<file path="config.mk">
export PLATFORM = sky130hd
export DESIGN_NAME = memshare_control_wrapper_flat
export DESIGN_NICKNAME = d
export VERILOG_FILES = /design/src/rtl/memshare_config_pkg.sv /design/src/rtl/memshare_control_wrapper_if.sv /design/src/rtl/l1pa_regfile.sv /design/src/rtl/memshare_control_wrapper.sv /design/src/flat_wrapper.sv
export SDC_FILE = /design/constraint.sdc
export NUM_CORES = 1
export LEC_CHECK = 0
export CORE_MARGIN = 3
export CORE_UTILIZATION = 30
export DETAILED_ROUTE_END_ITERATION = 8
export GPL_TIMING_DRIVEN = 0
export SKIP_CTS_REPAIR_TIMING = 1
export SLEW_MARGIN = 20
export SYNTH_ARGS = -nofsm -noshare
export SYNTH_HDL_FRONTEND = slang
export SYNTH_SLANG_ARGS = --single-unit
</file>
<file path="constraint.sdc">
create_clock -name sys_clk -period 2.9 [get_ports sys_clk]
set_clock_uncertainty 0.05 [all_clocks]
set_input_delay 0.725 -clock sys_clk [delete_from_list [all_inputs] [get_ports sys_clk]]
set_output_delay 0.725 -clock sys_clk [all_outputs]
set_load 0.005 [all_outputs]
</file>
<file path="src/rtl/memshare_config_pkg.sv">
// ---------------------------------------------------------------------------
// memshare_config_pkg
//   Shared configuration for the memory-share scheduling controller:
//   widths, the FSM state and request-class enums, the L1PA entry layout,
//   the base-page constants and the lane classifier.
// ---------------------------------------------------------------------------
package memshare_config_pkg;

    localparam int SHARE_GROUP_SIZE        = 5;
    localparam int RQST_ADDR_BITWIDTH      = 2;
    localparam int RQST_MODE_BITWIDTH      = 2;
    localparam int MEMSHARE_DRC_NUM        = 1;
    localparam int L1PA_REGFILE_PAGE_NUM   = 8;
    localparam int L1PA_REGFILE_ADDR_WIDTH = $clog2(L1PA_REGFILE_PAGE_NUM);
    localparam int L1PA_SHIFT_WIDTH        = $clog2(SHARE_GROUP_SIZE);
    localparam int L1PA_REGFILE_PAGE_WIDTH = 1 + L1PA_SHIFT_WIDTH;
    localparam int RQST_BUS_WIDTH          = RQST_ADDR_BITWIDTH * SHARE_GROUP_SIZE;

    typedef enum logic {
        IDLE = 1'b0,
        WALK = 1'b1
    } state_t;

    typedef enum logic {
        SEQ1 = 1'b0,
        SEQ2 = 1'b1
    } seq_class_t;

    // One register-file page: gtr marks the last step of a sequence.
    typedef struct packed {
        logic                        gtr;
        logic [L1PA_SHIFT_WIDTH-1:0] shift;
    } l1pa_entry_t;

    localparam logic [L1PA_REGFILE_ADDR_WIDTH-1:0] BASE_PAGE_SEQ1 = '0;
    localparam logic [L1PA_REGFILE_ADDR_WIDTH-1:0] BASE_PAGE_SEQ2 = L1PA_REGFILE_ADDR_WIDTH'(1);

    // Counts distinct lane addresses, saturating at two: a lane is new when
    // no lower-numbered lane carries the same address.
    function automatic seq_class_t classifyLanes(input logic [RQST_BUS_WIDTH-1:0] addrs);
        logic [1:0] distinct;
        logic       isNew;
        distinct = 2'd0;
        for (int i = 0; i < SHARE_GROUP_SIZE; i++) begin
            isNew = 1'b1;
            for (int j = 0; j < i; j++) begin
                if (addrs[i*RQST_ADDR_BITWIDTH +: RQST_ADDR_BITWIDTH] ==
                    addrs[j*RQST_ADDR_BITWIDTH +: RQST_ADDR_BITWIDTH]) begin
                    isNew = 1'b0;
                end
            end
            if (isNew && (distinct != 2'd2)) begin
                distinct = distinct + 2'd1;
            end
        end
        return (distinct == 2'd1) ? SEQ1 : SEQ2;
    endfunction

    function automatic logic [L1PA_REGFILE_ADDR_WIDTH-1:0] basePage(input seq_class_t cls);
        return (cls == SEQ1) ? BASE_PAGE_SEQ1 : BASE_PAGE_SEQ2;
    endfunction

endpackage

</file>
<file path="src/rtl/memshare_control_wrapper_if.sv">
// ---------------------------------------------------------------------------
// memshare_control_wrapper_if
//   Bundles the request, schedule-output, register-file write and debug
//   signals of the memory-share controller.
//   master : drives requests, mode and register-file writes; observes outputs
//   slave  : the controller
//   Signals:
//     rqst_addr_i      lane request addresses, lane i at [(i+1)*W-1:i*W]
//     modeSet_i        0 = idle, nonzero = schedule
//     is_drc_o         1 = more sequence steps pending, upstream must hold
//     l1pa_shift_o     shift field of the current L1PA entry
//     isGtr_o          gtr bit of the current entry (last step)
//     regType0_*       register-file write port
//     dbgState/dbgPtr  FSM state and read pointer
//     dbgRqstAddr      latched request addresses
//   Handshake: there is no ready; a request is taken on any rising edge where
//   modeSet_i != 0 and the controller is idle or showing a gtr step. While
//   is_drc_o = 1 the requester must hold its address; changes are ignored.
// ---------------------------------------------------------------------------
interface memshare_control_wrapper_if;
    import memshare_config_pkg::*;

    logic [RQST_BUS_WIDTH-1:0]          rqst_addr_i;
    logic [RQST_MODE_BITWIDTH-1:0]      modeSet_i;
    logic [MEMSHARE_DRC_NUM-1:0]        is_drc_o;
    logic [L1PA_SHIFT_WIDTH-1:0]        l1pa_shift_o;
    logic                               isGtr_o;
    logic [L1PA_REGFILE_ADDR_WIDTH-1:0] regType0_waddr_i;
    logic [L1PA_REGFILE_PAGE_WIDTH-1:0] regType0_wdata_i;
    logic                               regType0_we_i;
    state_t                             dbgState;
    logic [L1PA_REGFILE_ADDR_WIDTH-1:0] dbgPtr;
    logic [RQST_BUS_WIDTH-1:0]          dbgRqstAddr;

    modport master (
        output rqst_addr_i, modeSet_i,
        output regType0_waddr_i, regType0_wdata_i, regType0_we_i,
        input  is_drc_o, l1pa_shift_o, isGtr_o,
        input  dbgState, dbgPtr, dbgRqstAddr
    );

    modport slave (
        input  rqst_addr_i, modeSet_i,
        input  regType0_waddr_i, regType0_wdata_i, regType0_we_i,
        output is_drc_o, l1pa_shift_o, isGtr_o,
        output dbgState, dbgPtr, dbgRqstAddr
    );

endinterface

</file>
<file path="src/rtl/l1pa_regfile.sv">
// ---------------------------------------------------------------------------
// l1pa_regfile
//   Software-loadable L1PA shift-sequence storage.
//   Ports:
//     sys_clk  clock
//     we       write enable (not gated by reset, contents never cleared)
//     waddr    write page
//     wdata    write data {gtr, shift}
//     raddr    read page
//     rdata    asynchronous read of page raddr
// ---------------------------------------------------------------------------
module l1pa_regfile
    import memshare_config_pkg::*;
(
    input  logic                               sys_clk,
    input  logic                               we,
    input  logic [L1PA_REGFILE_ADDR_WIDTH-1:0] waddr,
    input  logic [L1PA_REGFILE_PAGE_WIDTH-1:0] wdata,
    input  logic [L1PA_REGFILE_ADDR_WIDTH-1:0] raddr,
    output l1pa_entry_t                        rdata
);

    logic [L1PA_REGFILE_PAGE_WIDTH-1:0] pages [L1PA_REGFILE_PAGE_NUM];

    // No reset: software programs the sequences, possibly while the
    // controller is still held in reset.
    always_ff @(posedge sys_clk) begin
        if (we) begin
            pages[waddr] <= wdata;
        end
    end

    assign rdata = pages[raddr];

endmodule

</file>
<file path="src/rtl/memshare_control_wrapper.sv">
// ---------------------------------------------------------------------------
// memshare_control_wrapper
//   Memory-share scheduling controller for one share group. Classifies the
//   lane addresses into a 1-sequence or 2-sequence pattern, then walks the
//   matching L1PA shift sequence, holding is_drc_o high until the gtr step.
//   Ports:
//     sys_clk  clock, rising edge
//     rstn     asynchronous reset, active high (name kept for integration)
//     bus      memshare_control_wrapper_if.slave
// ---------------------------------------------------------------------------
module memshare_control_wrapper
    import memshare_config_pkg::*;
(
    input  logic                        sys_clk,
    input  logic                        rstn,
    memshare_control_wrapper_if.slave   bus
);

    state_t                             state;
    state_t                             stateNext;
    logic [L1PA_REGFILE_ADDR_WIDTH-1:0] ptr;
    logic [L1PA_REGFILE_ADDR_WIDTH-1:0] ptrNext;
    logic [RQST_BUS_WIDTH-1:0]          rqstAddrQ;
    logic [RQST_BUS_WIDTH-1:0]          rqstAddrNext;
    l1pa_entry_t                        curEntry;
    seq_class_t                         rqstClass;
    logic [L1PA_REGFILE_ADDR_WIDTH-1:0] rqstBase;
    logic                               modeActive;

    l1pa_regfile uRegfile (
        .sys_clk (sys_clk),
        .we      (bus.regType0_we_i),
        .waddr   (bus.regType0_waddr_i),
        .wdata   (bus.regType0_wdata_i),
        .raddr   (ptr),
        .rdata   (curEntry)
    );

    assign modeActive = |bus.modeSet_i;
    assign rqstClass  = classifyLanes(bus.rqst_addr_i);
    assign rqstBase   = basePage(rqstClass);

    // State register
    always_ff @(posedge sys_clk or posedge rstn) begin
        if (rstn) begin
            state     <= IDLE;
            ptr       <= '0;
            rqstAddrQ <= '0;
        end else begin
            state     <= stateNext;
            ptr       <= ptrNext;
            rqstAddrQ <= rqstAddrNext;
        end
    end

    // Next-state logic. A gtr step doubles as the accept slot for the next
    // request, so back-to-back requests run without an idle bubble.
    always_comb begin
        stateNext    = state;
        ptrNext      = ptr;
        rqstAddrNext = rqstAddrQ;
        unique case (state)
            IDLE: begin
                if (modeActive) begin
                    stateNext    = WALK;
                    ptrNext      = rqstBase;
                    rqstAddrNext = bus.rqst_addr_i;
                end
            end
            WALK: begin
                if (curEntry.gtr) begin
                    if (modeActive) begin
                        ptrNext      = rqstBase;
                        rqstAddrNext = bus.rqst_addr_i;
                    end else begin
                        stateNext = IDLE;
                    end
                end else begin
                    // Natural wrap of the page pointer past the last page.
                    ptrNext = ptr + L1PA_REGFILE_ADDR_WIDTH'(1);
                end
            end
            default: begin
                stateNext = IDLE;
            end
        endcase
    end

    // Outputs depend only on flops (state, ptr, register file), so they
    // appear one cycle after the edge that sampled the request and drop to
    // zero as soon as reset is asserted.
    always_comb begin
        bus.l1pa_shift_o = '0;
        bus.isGtr_o      = 1'b0;
        bus.is_drc_o     = '0;
        if (state == WALK) begin
            bus.l1pa_shift_o = curEntry.shift;
            bus.isGtr_o      = curEntry.gtr;
            bus.is_drc_o     = {MEMSHARE_DRC_NUM{~curEntry.gtr}};
        end
    end

    assign bus.dbgState    = state;
    assign bus.dbgPtr      = ptr;
    assign bus.dbgRqstAddr = rqstAddrQ;

endmodule

</file>
<file path="src/flat_wrapper.sv">
// flat-port wrapper written by rule: the top's interface ports become plain ports
module memshare_control_wrapper_flat import memshare_config_pkg::*;
  (sys_clk, rstn, bus_rqst_addr_i, bus_modeSet_i, bus_regType0_waddr_i, bus_regType0_wdata_i, bus_regType0_we_i, bus_is_drc_o, bus_l1pa_shift_o, bus_isGtr_o, bus_dbgState, bus_dbgPtr, bus_dbgRqstAddr);
  memshare_control_wrapper_if bus_i ();
  input  logic sys_clk;
  input  logic rstn;
  input wire logic [$bits(bus_i.rqst_addr_i)-1:0] bus_rqst_addr_i;
  input wire logic [$bits(bus_i.modeSet_i)-1:0] bus_modeSet_i;
  input wire logic [$bits(bus_i.regType0_waddr_i)-1:0] bus_regType0_waddr_i;
  input wire logic [$bits(bus_i.regType0_wdata_i)-1:0] bus_regType0_wdata_i;
  input wire logic [$bits(bus_i.regType0_we_i)-1:0] bus_regType0_we_i;
  output wire logic [$bits(bus_i.is_drc_o)-1:0] bus_is_drc_o;
  output wire logic [$bits(bus_i.l1pa_shift_o)-1:0] bus_l1pa_shift_o;
  output wire logic [$bits(bus_i.isGtr_o)-1:0] bus_isGtr_o;
  output wire logic [$bits(bus_i.dbgState)-1:0] bus_dbgState;
  output wire logic [$bits(bus_i.dbgPtr)-1:0] bus_dbgPtr;
  output wire logic [$bits(bus_i.dbgRqstAddr)-1:0] bus_dbgRqstAddr;
  assign bus_i.rqst_addr_i = bus_rqst_addr_i;
  assign bus_i.modeSet_i = bus_modeSet_i;
  assign bus_i.regType0_waddr_i = bus_regType0_waddr_i;
  assign bus_i.regType0_wdata_i = bus_regType0_wdata_i;
  assign bus_i.regType0_we_i = bus_regType0_we_i;
  assign bus_is_drc_o = bus_i.is_drc_o;
  assign bus_l1pa_shift_o = bus_i.l1pa_shift_o;
  assign bus_isGtr_o = bus_i.isGtr_o;
  assign bus_dbgState = bus_i.dbgState;
  assign bus_dbgPtr = bus_i.dbgPtr;
  assign bus_dbgRqstAddr = bus_i.dbgRqstAddr;
  memshare_control_wrapper u_core (.sys_clk(sys_clk), .rstn(rstn), .bus(bus_i));
endmodule
</file>
# Yosys cells after proc, flatten, opt, wreduce, memory -nomap -nowiden
# Memories as Yosys holds them, arrays and structs flattened.
# Cells that the tools add are included.
[classes]
add_sub_neg = 4
n_eq_ne = 15
n_mux = 28
bitwise = 2
n_reduce_logical = 4
[op_table]
columns = ["op", "count"]
rows = [
  ["$eq A2 B2 Y1", 10],
  ["$mux W10", 2],
  ["$pmux W10 S2", 1],
  ["$mux W1", 16],
  ["$mux W3", 3],
  ["$mux W2", 4],
  ["$ne A2 B2 Y1 const B", 4],
  ["$add A2 B1 Y2 const B", 3],
  ["$pmux W3 S2", 1],
  ["$add A3 B1 Y3 const B", 1],
  ["$logic_and A1 B1 Y1", 3],
  ["$eq A2 B1 Y1 const B", 1],
  ["$not A1 Y1", 2],
  ["$pmux W1 S2", 1],
  ["$reduce_or A2 Y1", 1],
]
[word_totals]
regBits = 14
ramBits = 32
out_inout_bits = 19
wordCells = 57
n_memories = 1
[memory_table]
columns = ["name", "depth", "width", "rd", "rd_clocked_by_memory_dff", "write_ports", "line_no", "source"]
rows = [
  ["u_core.uRegfile.pages", 8, 4, 1, 0, 1, "l1pa_regfile.sv:23", "logic [L1PA_REGFILE_PAGE_WIDTH-1:0] pages [L1PA_REGFILE_PAGE_NUM];"],
]

# Longest topological paths before layout
[depth]
depth_word = 16
mapped_depth = 5

# Hierarchy
# From an unflattened synthesis, not the netlist that was laid out.
[hier_totals]
cells_unflattened = 108
hier_area_um2 = 1969.4
[by_module_without_submodules]
columns = ["mod", "instances", "cells_per_inst", "area_each_um2", "seq_area_each_um2"]
rows = [
  ["l1pa_regfile", 1, 59, 1290.0, 960.9],
  ["memshare_control_wrapper", 1, 49, 679.4, 350.3],
]

# Least setup slack after synthesis
# No wires, ideal clock.
[synth_path]
path_type = "register -> output"
start = "register u_core.ptr[1], in the netlist u_core.bus.dbgPtr[1]"
end = "output bus_is_drc_o"
arrival_ns = 1.436
slack_ns = 0.689
stages_incl_launch_ff = 5
path_cell_list = "dfrtp_1 -> clkbuf_1 -> mux4_2 -> nand2_1 -> inv_1"
[synth_between]
elab_chain_len = 3
[synth_rtl]
columns = ["element", "line_no", "source"]
rows = [
  ["start, declared", "memshare_control_wrapper.sv:21", "logic [L1PA_REGFILE_ADDR_WIDTH-1:0] ptr;"],
  ["start signal, assigned", "memshare_control_wrapper.sv:51", "ptr <= ptrNext;"],
  ["$mem_v2 Z8 W4", "--", ""],
  ["$not A1 Y1", "memshare_control_wrapper.sv:99", "bus.is_drc_o = {MEMSHARE_DRC_NUM{~curEntry.gtr}};"],
  ["$mux W1", "memshare_control_wrapper.sv:96", "if (state == WALK) begin"],
  ["end, declared", "flat_wrapper.sv:12", "output wire logic [$bits(bus_i.is_drc_o)-1:0] bus_is_drc_o;"],
]
# No other way between the ends.

# Worst setup path after layout
[layout_path]
start = "register u_core.ptr[0], in the netlist u_core.bus.dbgPtr[0]"
end = "output bus_l1pa_shift_o[2]"
[layout_between]
elab_chain_len = 2
[layout_rtl]
columns = ["element", "line_no", "source"]
rows = [
  ["$mem_v2 Z8 W4", "--", ""],
  ["$mux W3", "memshare_control_wrapper.sv:96", ""],
  ["end, declared", "flat_wrapper.sv:13", "output wire logic [$bits(bus_i.l1pa_shift_o)-1:0] bus_l1pa_shift_o;"],
]
# No other way between the ends.

==> metrics.md <==
| Metric | Value |
|---|---|
| Worst stage delay on the critical path | 0.57 ns |
| Area fraction in and, or, nand and nor cells after synthesis | ~6.5% |
| Seq cells post-synth | 46 |
| CTS root buf | clkbuf_8 |
| Leakage | about 1 nW |
| Clock Path Buffers | 2 |
| Post-Synth Adder-Cell Area | less than 1% |
| Die X-Extent | roughly 87 µm |
| Critical Path RT | around 2.1 ns |
| CTS buffer count | 5 |
| Rel. slew slack | approximately 53% |
| Seq/Total Area, Yosys | roughly 67% |
| Xor/xnor share of the synthesized area | 0% |
| Worst-Skew Late Latency | about 0.29 ns |
| Layout cells sized above 1 | 18.3% |
| CP Class | reg -> out |
| Core area | 0.00610 mm² |
| Clock Sinks | 46 |
| Final worst slack | roughly 0.021 ns |
| WL/cell | 15.4 µm |
| Final Hold Violating Endpoints | 0 |
| Crit-path max FO | 9 |
| P&R area growth vs syn | 33.8% |
| Worst reg2reg path startpoint | u_core.bus.dbgPtr[0] |
| Mean Syn Cell Area | approximately 17 µm² |
| DR vias/cell | slightly below 5 |
| DRC viols | 0 |
| # IOs | 41 |
| Vias in the first global route | between 1,000 and 1,500 |
| Initial antenna violation count | 0 |
| Die Y | just under 90 µm |
| Yosys warning count | 0 |
| Crit path from | u_core.bus.dbgPtr[0] |
| Filler cell count | 573 |
| Max-cap viol count | 0 |
| FP Rows | 28 |
| Max-slew violations | 0 |
| DR WL met3 | 326 µm |
| Placement Setup Slack | -0.0116 ns |
| Outcome | complete, no violations |
| PortBufs | 40 |
| Mapped cell area | between 0.0015 and 0.002 mm² |
| Vias | between 1,000 and 1,500 |
| CTS tree | yes |
| DRT iter0 DRCs | 20 |
| Routed Antenna Nets | 0 |
| Period minus WS final | roughly 2.9 ns |
| Post-synthesis compound-gate area fraction | under 10% |
| Hold wc startpoint | u_core.bus.dbgRqstAddr[9] |
| Post-layout util | a little over two fifths |
| Final net count | between 150 and 200 |
| Max layer used | met4 |
| Worst-path clk slew | 0.08 ns |
| Synth cell types | 23 |
| Mapped Nets | ~140 |
| Slowest CP cell | mux4_1 |
| Tcrit/Tclk final | between 90 and 100% |
| Largest net degree at the start of global routing | 15 |
| Final setup viols | 0 |
| Total power | approximately 0.0022 W |
| DRT Pass-1 Iters | 6 |
| Post-DP HPWL | between 2000 and 3000 µm |
| Final wirelength | about 3700 µm |
| First-pass GRT wire length | around 5800 µm |
| N_diodes | 0 |
| # H-tree levels | 2 |
| Total global routing track utilization | roughly a tenth |
| Maximum VDD drop | approximately 430 µV |
| Total grt overflow | 0 |
| Area of the die | 0.00751 mm² |
| Worst Path Arrival | approximately 2.1 ns |
| Met2 Routed Length | 1750 µm |
| Starting density of the core | 32.0% |
| PwrDens | 854 mW/mm² |
| Highest Clock Rate | between 300 and 400 MHz |
| Post-synthesis instance total | around 120 |
| Unrepaired setup endpoints after global routing | true |
| Main combinational cell family by area after synthesis | multiplexers |
| Crit. End Element | output port |
| M1 WL | 1670 µm |
| Least-Margin Pin Slew | between 0.7 and 0.8 ns |
| Worst Hold Class | reg -> reg |
| CP Cell Sequence | buf_8 -> mux4_1 -> mux2i_1 -> nor2_1 -> clkdlybuf4s50_1 |
| Post-synthesis mux area share | around a fifth |
| Routability Congestion | between 0.8 and 0.9 |
| Crit path launch type | register |
## placed cells by master (no fill, tap or decap)
master           count
mux2i_1             10
mux2_2              10
mux4_2               2
a21bo_2              1
nor2_1              10
bufinv_16            1
mux4_1               5
buf_8                1
buf_4                5
a311oi_1             1
clkinvlp_4           1
clkbuf_8             5
nor4_1               2
nand2b_1             3
ha_1                 1
edfxtp_1            32
a21boi_0             1
nand2_2              1
clkbuf_4             1
clkdlybuf4s50_1     37
nor2_2               1
o211ai_1             1
nor2b_1              2
and4_1               2
nand2_1              3
dfrtp_1             13
dlymetal6s2s_1       3
nor3_1               2
a2111oi_0            2
clkbuf_1             3
inv_1                5
a21oi_4              1
dfrtp_2              1
## per-layer routing
layer  global-route usage (%)  vias up
met4                     2.69        0
met2                     17.2       52
met1                     12.8      572
li1                         -      553
met3                     3.61        2
met5                        0        -
## cell usage after synthesis
| master | number | share of area (%) |
|---|---|---|
| nor2b_1 | 2 | 0.64 |
| a311oi_1 | 1 | 0.45 |
| and4_1 | 2 | 0.90 |
| mux4_1 | 6 | 8.1 |
| mux4_2 | 1 | 1.2 |
| a21bo_2 | 1 | 0.51 |
| a21boi_0 | 1 | 0.38 |
| dfrtp_1 | 14 | 18 |
| nor2_1 | 11 | 2.1 |
| nand2b_1 | 3 | 0.96 |
| ha_1 | 1 | 0.64 |
| nor3_1 | 2 | 0.51 |
| a21oi_4 | 1 | 0.83 |
| nor4_1 | 2 | 0.64 |
| clkbuf_1 | 3 | 0.58 |
| a2111oi_0 | 2 | 0.90 |
| edfxtp_1 | 32 | 49 |
| o211ai_1 | 1 | 0.38 |
| mux2_2 | 10 | 5.8 |
| buf_6 | 1 | 0.58 |
| nand2_1 | 4 | 0.77 |
| inv_1 | 5 | 0.96 |
| mux2i_1 | 10 | 5.1 |
## report_power, final
group / switching [W] / leakage [nW] / internal, W
sequential: 0.0000583 / 0.453 / 0.000814
clock: 0.000204 / 0.0514 / 0.000257
combinational: 0.000338 / 0.483 / 0.000558
total: 0.000601 / 0.988 / 0.00163
## cell families (layout without fill, tap and decap cells)
| kind of cell | count (synthesis) | in the layout |
|---|---|---|
| AOI/OAI and AO/OA | 7 | 7 |
| adders and majority gates | 1 | 1 |
| muxes | 27 | 27 |
| buffers and inverters | 9 | 62 |
| DFF | 46 | 46 |
| and+or+nand+nor | 26 | 26 |
## sequential cells by signal, indices dropped and copies added (netlist names)
signal and flops:
u_core.bus.dbgState 1, u_core.bus.dbgRqstAddr 10, u_core.bus.dbgPtr 3, u_core.uRegfile.pages 32
## worst max-delay path, delay by kind of cell, from the launching register on
family                 cells  cell delay [ns]
buffers and inverters      2             0.61
DFF                        1             0.42
muxes                      2             0.72
and+or+nand+nor            1             0.07
## path summary, 6_finish.rpt
check | end | slack, ns | cells after the start
worst max-delay path | bus_l1pa_shift_o[2] | 0.02 | 5
worst min-delay path | u_core.bus.dbgRqstAddr[9] | 0.46 | 1
worst max register to register | u_core.bus.dbgRqstAddr[1] | 0.59 | 6
worst min register to register | u_core.bus.dbgRqstAddr[9] | 0.46 | 1
max in group asynchronous | u_core.bus.dbgPtr[0] | 1.73 | 2
min in group asynchronous | u_core.bus.dbgPtr[1] | 0.71 | 2
## area by class of cell
type	count	area, µm²	share of cell area, %
Clock buffer	6	72.6	2.78
Timing Repair Buffer	45	445	17.0
Sequential cell	46	1310	50.2
Buffer	4	30.0	1.15
Inverter	5	18.8	0.718
Tap cell	75	93.8	3.59
Clock inverter	2	37.5	1.44
Multi-Input combinational cell	61	602	23.0
## through the flow
step	hold slack (ns)	cell area, µm²	cells	setup TNS [ns]
3_5_place_dp	0.445	2450	231	-0.0116
5_1_grt	0.477	2610	244	-0.177
2_1_floorplan	0.455	1950	116	0
6_report	0.460	2610	244	0
4_1_cts	0.464	2560	239	-1.12
3_3_place_gp	0.439	2450	231	0
Power figures use the tool's default switching activity.
